$ cat src/rtl/instr_stream_encoder_pkg.sv
// Shared definitions for the instruction-stream encoder and the opcode decoder:
// MIPS opcodes, request kind codes and the loader state encoding.
package instr_stream_encoder_pkg;

    localparam logic [5:0] OP_RTYPE = 6'b000000;
    localparam logic [5:0] OP_LW    = 6'b100011;
    localparam logic [5:0] OP_SW    = 6'b101011;
    localparam logic [5:0] OP_BEQ   = 6'b000100;
    localparam logic [5:0] OP_J     = 6'b000010;

    typedef enum logic [2:0] {
        KIND_R   = 3'd0,
        KIND_LW  = 3'd1,
        KIND_SW  = 3'd2,
        KIND_BEQ = 3'd3,
        KIND_J   = 3'd4
    } kind_e;

    typedef enum logic [1:0] {
        ST_IDLE = 2'd0,
        ST_LOAD = 2'd1,
        ST_FULL = 2'd2,
        ST_ERR  = 2'd3
    } state_e;

endpackage

$ cat src/rtl/instr_stream_encoder_pack.sv
// Pure combinational packer: symbolic request fields to a 32-bit MIPS word,
// with a flag telling whether the kind code is one the decoder recognises.
module instr_pack
    import instr_stream_encoder_pkg::*;
(
    input  logic [2:0]  kind,
    input  logic [4:0]  rs,
    input  logic [4:0]  rt,
    input  logic [4:0]  rd,
    input  logic [4:0]  shamt,
    input  logic [5:0]  funct,
    input  logic [15:0] imm,
    input  logic [25:0] target,
    output logic [31:0] word,
    output logic        legal
);

    // Select the field layout for each kind; unknown kinds yield a zero word.
    always_comb begin
        word  = 32'h0000_0000;
        legal = 1'b1;
        case (kind_e'(kind))
            KIND_R:   word = {OP_RTYPE, rs, rt, rd, shamt, funct};
            KIND_LW:  word = {OP_LW, rs, rt, imm};
            KIND_SW:  word = {OP_SW, rs, rt, imm};
            KIND_BEQ: word = {OP_BEQ, rs, rt, imm};
            KIND_J:   word = {OP_J, target};
            default: begin
                word  = 32'h0000_0000;
                legal = 1'b0;
            end
        endcase
    end

endmodule

$ cat src/rtl/instr_stream_encoder.sv
// Program loader: accepts symbolic instruction requests, encodes them and
// writes the words to consecutive instruction-memory locations from word 0.
module instr_stream_encoder
    import instr_stream_encoder_pkg::*;
#(
    parameter int ADDR_W = 8,
    parameter int DEPTH  = 256   // must not exceed 2**ADDR_W
)(
    input  logic              clk,
    input  logic              rst,
    input  logic              start,
    input  logic              in_valid,
    output logic              in_ready,
    input  logic [2:0]        in_kind,
    input  logic [4:0]        in_rs,
    input  logic [4:0]        in_rt,
    input  logic [4:0]        in_rd,
    input  logic [4:0]        in_shamt,
    input  logic [5:0]        in_funct,
    input  logic [15:0]       in_imm,
    input  logic [25:0]       in_target,
    output logic              mem_we,
    output logic [ADDR_W-1:0] mem_addr,
    output logic [31:0]       mem_wdata,
    output logic [ADDR_W:0]   count,
    output logic              full,
    output logic              err
);

    localparam logic [ADDR_W:0] DEPTH_C = (ADDR_W+1)'(DEPTH);
    localparam logic [ADDR_W:0] ONE_C   = (ADDR_W+1)'(1);

    state_e            state_q, state_d;
    logic [ADDR_W:0]   count_q, count_d;
    logic              mem_we_q, mem_we_d;
    logic [ADDR_W-1:0] mem_addr_q, mem_addr_d;
    logic [31:0]       mem_wdata_q, mem_wdata_d;
    logic [31:0]       packed_word_s;
    logic              legal_s;
    logic              accept_s;

    instr_pack u_pack (
        .kind   (in_kind),
        .rs     (in_rs),
        .rt     (in_rt),
        .rd     (in_rd),
        .shamt  (in_shamt),
        .funct  (in_funct),
        .imm    (in_imm),
        .target (in_target),
        .word   (packed_word_s),
        .legal  (legal_s)
    );

    // A start pulse takes priority, so nothing presented alongside it is taken.
    assign in_ready = (state_q == ST_LOAD) && !start;
    assign accept_s = in_valid && in_ready;

    // Next-state, write strobe and pointer; count doubles as the write pointer.
    always_comb begin
        state_d     = state_q;
        count_d     = count_q;
        mem_we_d    = 1'b0;
        mem_addr_d  = mem_addr_q;
        mem_wdata_d = mem_wdata_q;
        if (start) begin
            state_d = ST_LOAD;
            count_d = {(ADDR_W+1){1'b0}};
        end else if (accept_s) begin
            if (legal_s) begin
                mem_we_d    = 1'b1;
                mem_addr_d  = count_q[ADDR_W-1:0];
                mem_wdata_d = packed_word_s;
                count_d     = count_q + ONE_C;
                if (count_d == DEPTH_C) begin
                    state_d = ST_FULL;
                end else begin
                    state_d = ST_LOAD;
                end
            end else begin
                state_d = ST_ERR;
            end
        end else begin
            state_d = state_q;
        end
    end

    // State and output registers with synchronous reset.
    always_ff @(posedge clk) begin
        if (rst) begin
            state_q     <= ST_IDLE;
            count_q     <= {(ADDR_W+1){1'b0}};
            mem_we_q    <= 1'b0;
            mem_addr_q  <= {ADDR_W{1'b0}};
            mem_wdata_q <= 32'h0000_0000;
        end else begin
            state_q     <= state_d;
            count_q     <= count_d;
            mem_we_q    <= mem_we_d;
            mem_addr_q  <= mem_addr_d;
            mem_wdata_q <= mem_wdata_d;
        end
    end

    assign mem_we    = mem_we_q;
    assign mem_addr  = mem_addr_q;
    assign mem_wdata = mem_wdata_q;
    assign count     = count_q;
    assign full      = (state_q == ST_FULL);
    assign err       = (state_q == ST_ERR);

endmodule
$ cat config.mk
export PLATFORM = sky130hd
export DESIGN_NAME = instr_stream_encoder
export DESIGN_NICKNAME = d
export VERILOG_FILES = /design/src/rtl/instr_stream_encoder_pkg.sv /design/src/rtl/instr_stream_encoder_pack.sv /design/src/rtl/instr_stream_encoder.sv
export SDC_FILE = /design/constraint.sdc
export NUM_CORES = 1
export LEC_CHECK = 0
export ABC_AREA = 0
export CORE_MARGIN = 1
export CORE_UTILIZATION = 32
export CTS_BUF_LIST = sky130_fd_sc_hd__clkbuf_4 sky130_fd_sc_hd__clkbuf_8
export CTS_CLUSTER_SIZE = 24
export DETAILED_ROUTE_END_ITERATION = 6
export GPL_ROUTABILITY_DRIVEN = 0
export HOLD_SLACK_MARGIN = 0.08
export PLACE_DENSITY = 0.77
export SYNTH_ARGS = -nofsm -noshare
export SYNTH_HDL_FRONTEND = slang
export SYNTH_SLANG_ARGS = --single-unit
export TNS_END_PERCENT = 5
$ cat constraint.sdc
create_clock -name clk -period 4.16 [get_ports clk]
set_input_delay 0.832 -clock clk [delete_from_list [all_inputs] [get_ports clk]]
set_output_delay 0.832 -clock clk [all_outputs]
set_load 0.005 [all_outputs]
==> results.txt <==
- For the worst flop-to-flop path, the logic depth is 4.
- Once the clock tree was built, the setup fixing pass inserted 0 buffers.
- After detailed routing, the met2 layer carries ~3600 µm of wire.
- Synth Cell Area: about 2600 µm²
- Number of nets at the end of the flow: about 480
- Number of detailed-routing iterations run before antenna repair: 4
- The worst setup path is of the input port to output port kind.
- The number of clock buffers added by TritonCTS is 5.
- Antenna cell count: 0
- In the final layout, the share of cells above drive strength 1 is 0.0475.
- approximately 130 I/O pins were placed.
- Maximum count of clock buffers along a single path: 2
- Total design power: 0.957 mW
- Capturing point of the worst reg2reg path: count[8]
- By area, the combinational part of the netlist is dominated by compound AO/OA/AOI/OAI gates.
* Number of vias after detailed routing: 2,532
- Residual antenna-violating net count after detailed routing: 0
- Origin of the worst min-delay path: mem_addr[0]
- Clock H-tree levels: 2
* CP endpoint kind: output port
- Leak pwr: 1.49 nW
- In this run the power density over the cells is 244 nW/µm².
- Summed over all layers, the global routing overflow is 0.
- Number of flops mapped to enable cells by yosys: 0
- In the routed design, unresolved DRC markers number 0.
* Unrepaired setup endpoints after global routing: no
- CTS Hold Bufs: 0
- In the final routing, the length of wire on met1 measures just under 3000 µm.
- For this configuration, the core starts out at a cell density of 0.331.
* Adder-cell share of the synthesized area: 0.00978
* Final hold violation count: 0
- The portion of synthesized area spent on multiplexers is 0.0626.
- The min-delay analysis places its worst path in the category flip-flop to flip-flop.
- After detailed routing, the total wire length is roughly 7100 µm.
- For the pin with the worst max-slew slack, the measured transition is 852 ps.
* Clock insertion delay at the later pin of the skew report: roughly 300 ps
- For the worst setup path, the data required time is about 3300 ps.
* Row Count: 32
- Area share of the largest cell type after synthesis: 0.391
- After layout, the minimum clock period comes to 2870 ps.
* Final clock period utilization by the worst path: 0.691
* Ys flop type: sky130_fd_sc_hd__dfxtp_1
* Uppermost layer routed: met4
- Ys async rst share: 0
* Crit path launch type: input port
* Xor/xnor share of the synthesized area: 0.0274
* Placed wire-length estimate: roughly 5200 µm
- STA puts the critical path data arrival time at approximately 2000 ps.
* Synthesized-area fraction occupied by ao, oa, aoi and oai cells: 0.242
- Number of global-route vias before repair: 2,486
* Total count of max-transition violations in the final report: 0
- Setup_tns: 0 ps
* Worst R2R Setup Slack: between 2000 and 2500 ps
* Routed vias/inst: between 5 and 6
- Across every metal layer, demand over resource in global routing totals 0.173.
- Of the total synthesized cell area, the portion taken by AND, OR, NAND and NOR gates is 0.201.
- Along the worst hold path, the cell count comes to 2.
- Clock sink count: 50
- In the final routed layout, each cell accounts on average for between 10 and 15 µm.
* CP max FO: 6
- IR analysis of the VDD net gives a maximum drop of 0.000158 V.
- Avg Synthesized Cell Area: around 8.7 µm²
* Clock tree from TritonCTS: done
- Entering global routing, the biggest net connects 51 pins.
- The initial antenna violation count is 0.
- Hold-critical path endpoint: mem_addr[0]
- The die is a little over 90 µm wide.
- Counting distinct cell types in the post-synthesis netlist gives 52.
- Synthesis-stage register bit count: 50
- Minimum hold slack: around 470 ps
* Register area share after synthesis: 0.391
* Top post-synthesis cells by count: 50 x sky130_fd_sc_hd__dfxtp_1, 23 x sky130_fd_sc_hd__nand2_1, 21 x sky130_fd_sc_hd__nor2_1
- During synthesis, Yosys emitted a total of 0 warnings.
* Post-synthesis cell type with the largest combined area: sky130_fd_sc_hd__dfxtp_1
- Die Height: about 91 µm
- For this run, the top clock speed supported by timing is ~350 MHz.
* Status: complete, no violations
- The first routing iteration left approximately 110 violations.
- Clock Skew: ~4.7 ps
* Metal3 WL: 453 µm
* Most used standard cell by instance count after synthesis: sky130_fd_sc_hd__dfxtp_1
- Synth top area cells: sky130_fd_sc_hd__dfxtp_1 39%, sky130_fd_sc_hd__mux2i_1 6.3%, sky130_fd_sc_hd__o211a_1 6.3%
* Mapped Cells: around 290
- Synthesized Nets: 370
- After floorplanning, the core was sized to cover 7730 µm².
- Number of max-capacitance violations reported: 0
- First-pass GRT wire length: around 12,000 µm
- Root buffer cell: sky130_fd_sc_hd__clkbuf_8
* Setup violation total in the final timing report: 0
* Area growth, synth to finish: 53.0%
* CTS clk-pin slew, worst paths: 80 ps
- Count of input and output buffers: 126
* Worst reg2reg path startpoint: state_q[0]
- Die Area: 8350 µm²
- Headroom to the max-slew limit came out at 0.432.
- In this run, post-CTS repair resized a total of 0 instances.
[per-layer routing]
layer,up-vias,track usage
met3,12,0.0444
met2,79,0.306
li1,1280,-
met4,0,0.0582
met5,-,0
met1,1161,0.201
[state kept, by name (all words and copies together), names as in the netlist]
signal,count
mem_we,1
count,9
mem_addr,8
mem_wdata,30
state_q,2
[metrics by stage]
step	util	setup WS [ps]	std cells	instance area (µm²)
floorplan	-	2270	293	2560
global placement	0.494	1230	494	3820
detailed placement	0.494	1200	494	3820
CTS	0.506	1280	502	3910
global route	0.506	1130	502	3910
finish	0.506	1290	502	3910
[worst max-delay path, cell delays in order]
cell and delay [ps]:
sky130_fd_sc_hd__clkdlybuf4s50_1 480, sky130_fd_sc_hd__nor3b_1 200, sky130_fd_sc_hd__clkdlybuf4s50_1 520
[placed cells by master, fill, tap and decap left out, drive strengths merged, types with 2 or more instances in the layout]
master         count
clkinv             2
nand2             24
nor4               3
xnor2              2
ha                 2
clkbuf             7
o211ai            16
dfxtp             50
mux2i             16
or3               10
a21oi             17
o31ai              2
and2               2
nand4              3
buf                4
nor2              22
and3               3
a211oi            11
o211a             16
or2                2
o21ai             14
clkdlybuf4s50    125
nor3               4
xor2               6
nand3             19
[cell families (layout without fill, tap and decap cells)]
group,after synthesis,in the layout
AND/OR/NAND/NOR,101,101
AO/OA/AOI/OAI,83,83
flip-flops,50,50
buffers and inverters,32,139
multiplexers,16,16
XOR/XNOR,8,8
adder cells (fa/ha/maj),2,2
other,1,1
[worst max path at each step]
stage	from	endpoint	slack, ps
after floorplan	start	mem_wdata[10]	2270
after global placement	start	count[8]	1230
after detailed placement	start	count[8]	1200
after CTS	start	in_ready	1280
after global routing	start	in_ready	1130
final	start	in_ready	1290
[report_power, final]
part           internal [mW]  total (mW)  switching (mW)
Clock                  0.141       0.295           0.154
Sequential             0.489       0.495         0.00613
Combinational          0.103       0.167          0.0644
Total                  0.733       0.957           0.224
[final cells by class]
class	count	area (µm²)
Clock buffer	7	90.1
Clock inverter	1	5.00
Fill cell	733	3810
Inverter	2	7.51
Multi-Input combinational cell	211	1390
Sequential cell	50	1000
Tap cell	102	128
Timing Repair Buffer	129	1290
Power figures use the tool's default switching activity.
